**config.mk**
```make
export PLATFORM = sky130hd
export DESIGN_NAME = mem_arbiter_flat
export DESIGN_NICKNAME = d
export VERILOG_FILES = /design/src/rtl/mem_arbiter_pkg.sv /design/src/rtl/mem_arbiter_if.sv /design/src/rtl/mem_arbiter_tag_pipe.sv /design/src/rtl/mem_arbiter.sv /design/src/flat_wrapper.sv
export SDC_FILE = /design/constraint.sdc
export NUM_CORES = 1
export LEC_CHECK = 0
export CORE_ASPECT_RATIO = 0.6
export CORE_MARGIN = 2
export CORE_UTILIZATION = 36
export CTS_BUF_LIST = sky130_fd_sc_hd__clkbuf_4 sky130_fd_sc_hd__clkbuf_8
export CTS_CLUSTER_DIAMETER = 60
export DETAILED_ROUTE_END_ITERATION = 7
export HOLD_SLACK_MARGIN = 0.12
export PLACE_DENSITY = 0.81
export REMOVE_ABC_BUFFERS = 1
export SYNTH_ARGS = -nofsm -noshare
export SYNTH_HDL_FRONTEND = slang
export SYNTH_SLANG_ARGS = --single-unit
```
**constraint.sdc**
```tcl
create_clock -name clk -period 3.21 [get_ports clk]
set_input_delay 0.321 -clock clk [delete_from_list [all_inputs] [get_ports clk]]
set_output_delay 0.321 -clock clk [all_outputs]
set_load 0.02 [all_outputs]
```
**src/rtl/mem_arbiter_pkg.sv**
```systemverilog
// Shared encodings for the two-master RAM arbiter:
// master ids, defaults, byte enables and bundles.
package mem_arbiter_pkg;

  localparam logic MID_CPU = 1'b0;
  localparam logic MID_DMA = 1'b1;

  localparam int RD_LATENCY_DEF = 1;
  localparam int MAX_BURST_DEF  = 4;

  localparam logic [1:0] BE_LO   = 2'b01;
  localparam logic [1:0] BE_HI   = 2'b10;
  localparam logic [1:0] BE_WORD = 2'b11;

  typedef struct packed {
    logic v;
    logic id;
  } tag_t;

  typedef struct packed {
    logic [15:0] addr;
    logic [15:0] wdata;
    logic        we;
    logic [1:0]  be;
  } req_t;

  typedef enum logic [1:0] {
    WIN_NONE,
    WIN_M0,
    WIN_M1
  } win_e;

endpackage

```
**src/rtl/mem_arbiter_if.sv**
```systemverilog
// Master request/response bundle plus the shared RAM
// port of the arbiter.
interface mem_arbiter_if;

  logic        m0_req;
  logic [15:0] m0_addr;
  logic [15:0] m0_wdata;
  logic        m0_we;
  logic [1:0]  m0_be;
  logic        m0_gnt;
  logic        m0_rvalid;

  logic        m1_req;
  logic [15:0] m1_addr;
  logic [15:0] m1_wdata;
  logic        m1_we;
  logic [1:0]  m1_be;
  logic        m1_gnt;
  logic        m1_rvalid;

  logic [15:0] rdata;
  logic [15:0] ram_addr;
  logic [15:0] ram_in;
  logic        ram_we;
  logic [1:0]  ram_be;
  logic [15:0] ram_out;

  modport slave (
    input  m0_req, m0_addr, m0_wdata,
    input  m0_we, m0_be,
    output m0_gnt, m0_rvalid,
    input  m1_req, m1_addr, m1_wdata,
    input  m1_we, m1_be,
    output m1_gnt, m1_rvalid,
    output rdata,
    output ram_addr, ram_in,
    output ram_we, ram_be,
    input  ram_out
  );

  modport master (
    output m0_req, m0_addr, m0_wdata,
    output m0_we, m0_be,
    input  m0_gnt, m0_rvalid,
    output m1_req, m1_addr, m1_wdata,
    output m1_we, m1_be,
    input  m1_gnt, m1_rvalid,
    input  rdata,
    input  ram_addr, ram_in,
    input  ram_we, ram_be,
    output ram_out
  );

endinterface

```
**src/rtl/mem_arbiter_tag_pipe.sv**
```systemverilog
// Fixed-depth shift register of read tags {valid, id}
// that times each read return to the RAM latency.
module tag_pipe
  import mem_arbiter_pkg::*;
#(
  parameter int DEPTH = 2
) (
  input  logic clk,
  input  logic rst_n,
  input  tag_t tag_i,
  output tag_t tag_o
);

  tag_t pipe_q [DEPTH];

  always_ff @(posedge clk or negedge rst_n) begin
    if (!rst_n) begin
      for (int i = 0; i < DEPTH; i++) begin
        pipe_q[i] <= '0;
      end
    end else begin
      pipe_q[0] <= tag_i;
      for (int i = 1; i < DEPTH; i++) begin
        pipe_q[i] <= pipe_q[i-1];
      end
    end
  end

  assign tag_o = pipe_q[DEPTH-1];

endmodule

```
**src/rtl/mem_arbiter.sv**
```systemverilog
// Two-master RAM arbiter: CPU-first priority with a
// starvation limit, registered RAM port, tagged reads.
module mem_arbiter
  import mem_arbiter_pkg::*;
#(
  parameter int RD_LATENCY = RD_LATENCY_DEF,
  parameter int MAX_BURST  = MAX_BURST_DEF
) (
  input logic          clk,
  input logic          reset,
  mem_arbiter_if.slave bus
);

  localparam logic [3:0] BURST = 4'(MAX_BURST);

  req_t        m0;
  req_t        m1;
  req_t        win;
  win_e        win_sel;
  logic        contested;
  logic        forced;

  logic [3:0]  starve_q;
  logic [3:0]  starve_d;
  logic [15:0] addr_q;
  logic [15:0] addr_d;
  logic [15:0] wdata_q;
  logic [15:0] wdata_d;
  logic        we_q;
  logic        we_d;
  logic [1:0]  be_q;
  logic [1:0]  be_d;

  tag_t        tag_in;
  tag_t        tag_out;

  assign m0 = '{
    addr:  bus.m0_addr,
    wdata: bus.m0_wdata,
    we:    bus.m0_we,
    be:    bus.m0_be
  };

  assign m1 = '{
    addr:  bus.m1_addr,
    wdata: bus.m1_wdata,
    we:    bus.m1_we,
    be:    bus.m1_be
  };

  assign contested = bus.m0_req & bus.m1_req;
  assign forced    = (starve_q == BURST);

  // No grant while reset is held; grants resume the
  // first cycle reset is released.
  always_comb begin
    win_sel = WIN_NONE;
    unique case (1'b1)
      reset && contested && forced:
        win_sel = WIN_M1;
      reset && contested && !forced:
        win_sel = WIN_M0;
      reset && bus.m0_req && !bus.m1_req:
        win_sel = WIN_M0;
      reset && bus.m1_req && !bus.m0_req:
        win_sel = WIN_M1;
      default:
        win_sel = WIN_NONE;
    endcase
  end

  always_comb begin
    win = '0;
    if (win_sel == WIN_M0) begin
      win = m0;
    end else if (win_sel == WIN_M1) begin
      win = m1;
    end
  end

  always_comb begin
    starve_d = starve_q;
    if (win_sel == WIN_M1) begin
      starve_d = '0;
    end else if (contested &&
                 win_sel == WIN_M0 &&
                 starve_q < BURST) begin
      starve_d = starve_q + 4'd1;
    end
  end

  // Port fields hold between grants; only the write
  // strobe falls back to idle.
  always_comb begin
    addr_d  = addr_q;
    wdata_d = wdata_q;
    be_d    = be_q;
    we_d    = 1'b0;
    if (win_sel != WIN_NONE) begin
      addr_d  = win.addr;
      wdata_d = win.wdata;
      be_d    = win.be;
      we_d    = win.we;
    end
  end

  always_ff @(posedge clk or negedge reset) begin
    if (!reset) begin
      starve_q <= '0;
      addr_q   <= '0;
      wdata_q  <= '0;
      we_q     <= 1'b0;
      be_q     <= '0;
    end else begin
      starve_q <= starve_d;
      addr_q   <= addr_d;
      wdata_q  <= wdata_d;
      we_q     <= we_d;
      be_q     <= be_d;
    end
  end

  always_comb begin
    tag_in    = '0;
    tag_in.v  = (win_sel != WIN_NONE) && !win.we;
    tag_in.id = (win_sel == WIN_M1) ? MID_DMA
                                    : MID_CPU;
  end

  tag_pipe #(
    .DEPTH (RD_LATENCY + 1)
  ) u_tag_pipe (
    .clk   (clk),
    .rst_n (reset),
    .tag_i (tag_in),
    .tag_o (tag_out)
  );

  assign bus.m0_gnt    = (win_sel == WIN_M0);
  assign bus.m1_gnt    = (win_sel == WIN_M1);
  assign bus.m0_rvalid = tag_out.v &&
                         (tag_out.id == MID_CPU);
  assign bus.m1_rvalid = tag_out.v &&
                         (tag_out.id == MID_DMA);
  assign bus.rdata     = bus.ram_out;
  assign bus.ram_addr  = addr_q;
  assign bus.ram_in    = wdata_q;
  assign bus.ram_we    = we_q;
  assign bus.ram_be    = be_q;

endmodule

```
**src/flat_wrapper.sv**
```systemverilog
// flat-port wrapper written by rule: the top's interface ports become plain ports
module mem_arbiter_flat import mem_arbiter_pkg::*;
#(
  parameter int RD_LATENCY = RD_LATENCY_DEF,
  parameter int MAX_BURST  = MAX_BURST_DEF
)
  (clk, reset, bus_m0_req, bus_m0_addr, bus_m0_wdata, bus_m0_we, bus_m0_be, bus_m0_gnt, bus_m0_rvalid, bus_m1_req, bus_m1_addr, bus_m1_wdata, bus_m1_we, bus_m1_be, bus_m1_gnt, bus_m1_rvalid, bus_rdata, bus_ram_addr, bus_ram_in, bus_ram_we, bus_ram_be, bus_ram_out);
  mem_arbiter_if bus_i ();
  input logic clk;
  input logic reset;
  input wire logic [$bits(bus_i.m0_req)-1:0] bus_m0_req;
  input wire logic [$bits(bus_i.m0_addr)-1:0] bus_m0_addr;
  input wire logic [$bits(bus_i.m0_wdata)-1:0] bus_m0_wdata;
  input wire logic [$bits(bus_i.m0_we)-1:0] bus_m0_we;
  input wire logic [$bits(bus_i.m0_be)-1:0] bus_m0_be;
  output wire logic [$bits(bus_i.m0_gnt)-1:0] bus_m0_gnt;
  output wire logic [$bits(bus_i.m0_rvalid)-1:0] bus_m0_rvalid;
  input wire logic [$bits(bus_i.m1_req)-1:0] bus_m1_req;
  input wire logic [$bits(bus_i.m1_addr)-1:0] bus_m1_addr;
  input wire logic [$bits(bus_i.m1_wdata)-1:0] bus_m1_wdata;
  input wire logic [$bits(bus_i.m1_we)-1:0] bus_m1_we;
  input wire logic [$bits(bus_i.m1_be)-1:0] bus_m1_be;
  output wire logic [$bits(bus_i.m1_gnt)-1:0] bus_m1_gnt;
  output wire logic [$bits(bus_i.m1_rvalid)-1:0] bus_m1_rvalid;
  output wire logic [$bits(bus_i.rdata)-1:0] bus_rdata;
  output wire logic [$bits(bus_i.ram_addr)-1:0] bus_ram_addr;
  output wire logic [$bits(bus_i.ram_in)-1:0] bus_ram_in;
  output wire logic [$bits(bus_i.ram_we)-1:0] bus_ram_we;
  output wire logic [$bits(bus_i.ram_be)-1:0] bus_ram_be;
  input wire logic [$bits(bus_i.ram_out)-1:0] bus_ram_out;
  assign bus_i.m0_req = bus_m0_req;
  assign bus_i.m0_addr = bus_m0_addr;
  assign bus_i.m0_wdata = bus_m0_wdata;
  assign bus_i.m0_we = bus_m0_we;
  assign bus_i.m0_be = bus_m0_be;
  assign bus_m0_gnt = bus_i.m0_gnt;
  assign bus_m0_rvalid = bus_i.m0_rvalid;
  assign bus_i.m1_req = bus_m1_req;
  assign bus_i.m1_addr = bus_m1_addr;
  assign bus_i.m1_wdata = bus_m1_wdata;
  assign bus_i.m1_we = bus_m1_we;
  assign bus_i.m1_be = bus_m1_be;
  assign bus_m1_gnt = bus_i.m1_gnt;
  assign bus_m1_rvalid = bus_i.m1_rvalid;
  assign bus_rdata = bus_i.rdata;
  assign bus_ram_addr = bus_i.ram_addr;
  assign bus_ram_in = bus_i.ram_in;
  assign bus_ram_we = bus_i.ram_we;
  assign bus_ram_be = bus_i.ram_be;
  assign bus_i.ram_out = bus_ram_out;
  mem_arbiter #(.RD_LATENCY(RD_LATENCY), .MAX_BURST(MAX_BURST)) u_core (.clk(clk), .reset(reset), .bus(bus_i));
endmodule
```
==> insert_results.sql <==
INSERT INTO impl_metrics (metric_group, metric, value, unit) VALUES
('worst_setup_path', 'critPathBufInv', '3', ''),
('sta', 'timing.clock.skew', '6.750', 'ps'),
('grt', 'grt_use_met2', '29.41', '%'),
('cts', 'maximum_clock_path_buffer_count', '2', ''),
('grt', 'groute.usage.overall', '19.87', '%'),
('grt', 'grt_overflow_total', '0', ''),
('worst_setup_path', 'critical-path-max-stage-delay', '790', 'ps'),
('grt', 'globalRouteMet3Util', '8.163', '%'),
('sta', 'setup_ws', '739.9', 'ps'),
('worst_setup_path', 'critPathKind', 'primary input to output pin', ''),
('sta', 'fin_crit', '2470', 'ps'),
('final_layout', 'drive_above_1_share', '7.006', '%'),
('power_and_ir_drop', 'fin_total_pwr', '1.749', 'mW'),
('cts', 'ctsRootBufferMaster', 'sky130_fd_sc_hd__clkbuf_8', ''),
('grt', 'top_usage_layer', 'met2', ''),
('synthesis', 'synth_enable_flop_cells', '0', ''),
('placement', 'pre_cts_ws', '760.8', 'ps'),
('route', 'route.antenna.remaining_nets', '0', ''),
('die', 'core-area', '5702', 'sq um'),
('synthesis', 'netlist.top_cell.by_area', 'sky130_fd_sc_hd__dfrtp_1', ''),
('status', 'run_status', 'finished clean', ''),
('sta', 'post-route-period-util', '76.95', '%'),
('cts', 'clkSlewWorstSetupHoldPaths', '90', 'ps'),
('sta', 'worst_slew_pin_slew', '865.0', 'ps'),
('synthesis', 'yosys_register_bits', '43', ''),
('synthesis', 'average_size_of_a_mapped_cell', '9.835', 'sq um'),
('worst_setup_path', 'worst_ep_arrival_time', '2150', 'ps'),
('synthesis', 'synth.yosys.seq_area_share', '49.28', '%'),
('job', 'timing.max_cap.violations', '0', ''),
('route', 'detail_route.drc_violations', '0', ''),
('cts', 'tritoncts_num_sinks', '43', ''),
('die', 'i_o_pin_total', '145', ''),
('final_layout', 'finish.net_count', '405', ''),
('final_layout', 'insertedDiodeCount', '0', ''),
('power_and_ir_drop', 'power.density', '514.9', 'nW/um^2'),
('worst_setup_path', 'critical_path.slowest_cell', 'sky130_fd_sc_hd__clkdlybuf4s50_1', ''),
('sta', 'timing.final.max_slew_violations', '0', ''),
('synthesis', 'synth_area', '2183', 'sq um'),
('cts', 'clkLatencyLatePin', '290', 'ps'),
('sta', 'timing_hold_violations_final', '0', ''),
('cts', 'tritoncts_clock_tree', 'done', ''),
('route', 'routed_wl', '6740', 'um'),
('grt', 'antenna_found_initial', '0', ''),
('cts', 'ctsHtreeMaxLevel', '2', ''),
('synthesis', 'synthMostInstantiatedCell', 'sky130_fd_sc_hd__dfrtp_1', ''),
('worst_setup_path', 'worst_setup_path_end_kind', 'output pin', ''),
('die', 'start_util', '38.29', '%'),
('worst_setup_path', 'worst_path_dominant_cell_family', 'buffers and inverters', ''),
('placement', 'finalWeightedCongestion', '0.8133', ''),
('cts', 'cts_buffers', '5', ''),
('worst_setup_path', 'timing.critical_path.cells', 'clkdlybuf4s50_1 > nand3_2 > inv_2 > clkdlybuf4s50_1', ''),
('die', 'chipWidth', '104.5', 'um'),
('route', 'drtIter0Drc', '77', ''),
('synthesis', 'synth_top_cells_by_count', '43 x sky130_fd_sc_hd__dfrtp_1, 27 x sky130_fd_sc_hd__nor2_1, 25 x sky130_fd_sc_hd__a21oi_1, 25 x sky130_fd_sc_hd__o21ai_1, 24 x sky130_fd_sc_hd__a41oi_1', ''),
('synthesis', 'synth.top_cells.by_area', 'sky130_fd_sc_hd__dfrtp_1 49%, sky130_fd_sc_hd__a41oi_1 9.6%, sky130_fd_sc_hd__buf_4 5.8%', ''),
('synthesis', 'netlist-cell-type-count', '27', ''),
('die', 'die_y', '64.33', 'um'),
('worst_setup_path', 'start_kind', 'primary input', ''),
('synthesis', 'yosys_warnings', '0', ''),
('worst_setup_path', 'cp.required', '2890', 'ps'),
('grt', 'grt_pass1_vias', '2086', ''),
('sta', 'report.final.setup_viol', '0', ''),
('power_and_ir_drop', 'static-leakage-power', '1.344', 'nW'),
('min_path', 'hold_path_class', 'flop to flop', ''),
('placement', 'portBuffers', '112', ''),
('grt', 'grt_pass1_wl', '10570', 'um'),
('grt', 'grt_max_degree', '60', ''),
('grt', 'groute.layer.met1.usage', '27.23', '%'),
('route', 'detailroute.via_count', '2078', ''),
('die', 'placementRows', '21', ''),
('synthesis', 'synth_ff_type', 'sky130_fd_sc_hd__dfrtp_1', '');
## metal layers
metal	vias up	wire [um]
met5	-	0
met4	0	97
li1	986	-
met3	11	572
met2	99	3054
met1	982	3015
## timing repair
action,in CTS,in global routing
buffers inserted,0,0
hold buffers,1,0
endpoints found under the hold margin,6,0
## state kept, by name (all words and copies together) (netlist names)
register / flops
u_core.bus.ram_in: 16
u_core.bus.ram_addr: 16
u_core.bus.ram_we: 1
u_core.starve_q: 4
u_core.u_tag_pipe.tag_o: 2
u_core.u_tag_pipe.pipe_q: 2
u_core.bus.ram_be: 2
## worst reg2reg max path, cell delays in order (launching register included)
cell and delay, ps:
sky130_fd_sc_hd__dfrtp_1 410, sky130_fd_sc_hd__inv_1 60, sky130_fd_sc_hd__ha_1 230, sky130_fd_sc_hd__and4b_1 190
sky130_fd_sc_hd__buf_4 210, sky130_fd_sc_hd__nor3b_1 310, sky130_fd_sc_hd__a211oi_1 80
## cell type report
type | count | area [sq um]
clock buffer | 5 | 68.82
clock inverter | 3 | 67.56
fill | 495 | 2306
inverter | 3 | 11.26
multi-input combinational | 140 | 893.4
sequential | 43 | 1076
tap | 80 | 100.1
timing repair buffer | 120 | 1179
## where the power goes
group / internal (mW) / switching [mW] / total, mW
combinational: 0.290 / 0.279 / 0.569
clock: 0.310 / 0.190 / 0.501
sequential: 0.625 / 0.0535 / 0.678
## final timing paths
| path | startpoint | endpoint | slack (ps) | cells after the start |
|---|---|---|---|---|
| max in group asynchronous | reset | u_core.bus.ram_be[0]$_DFFE_PN0P_ | 1840 | 3 |
| setup / recovery | bus_m0_req | bus_m0_gnt | 740 | 4 |
| min in group asynchronous | reset | u_core.bus.ram_in[12]$_DFFE_PN0P_ | 440 | 2 |
| hold reg to reg | u_core.u_tag_pipe.pipe_q[2]$_DFF_PN0_ | u_core.u_tag_pipe.tag_o[0]$_DFF_PN0_ | 350 | 0 |
| hold / removal | u_core.u_tag_pipe.pipe_q[2]$_DFF_PN0_ | u_core.u_tag_pipe.tag_o[0]$_DFF_PN0_ | 350 | 0 |
| setup reg to reg | u_core.starve_q[0]$_DFFE_PN0P_ | u_core.u_tag_pipe.pipe_q[3]$_DFF_PN0_ | 1600 | 6 |
## layout by cell type (no fill, tap or decap), types with 5 or more instances in the layout
master / n
sky130_fd_sc_hd__a221o_1: 10
sky130_fd_sc_hd__buf_4: 7
sky130_fd_sc_hd__clkdlybuf4s50_1: 111
sky130_fd_sc_hd__clkbuf_8: 5
sky130_fd_sc_hd__and2_1: 11
sky130_fd_sc_hd__o21ai_1: 24
sky130_fd_sc_hd__nor2_1: 27
sky130_fd_sc_hd__a41oi_1: 24
sky130_fd_sc_hd__a21oi_1: 25
sky130_fd_sc_hd__dfrtp_1: 43
## logic make-up after synthesis
kind of cell	synth area share, %
AOI/OAI and AO/OA	27.16
xor gates and xnor gates	0.4012
adders and majority gates	1.146
buffers and inverters	9.971
DFF	49.28
muxes	0.4585
and+or+nand+nor	11.58
## metrics by stage
stage,hold slack (ps),cell area (sq um),std cells
global placement,225.3,3249,385
detailed placement,227.2,3249,385
finish,353.4,3396,394
CTS,354.8,3396,394
floorplan,25.41,1977,186
global route,367.6,3396,394
Power figures use the tool's default switching activity.
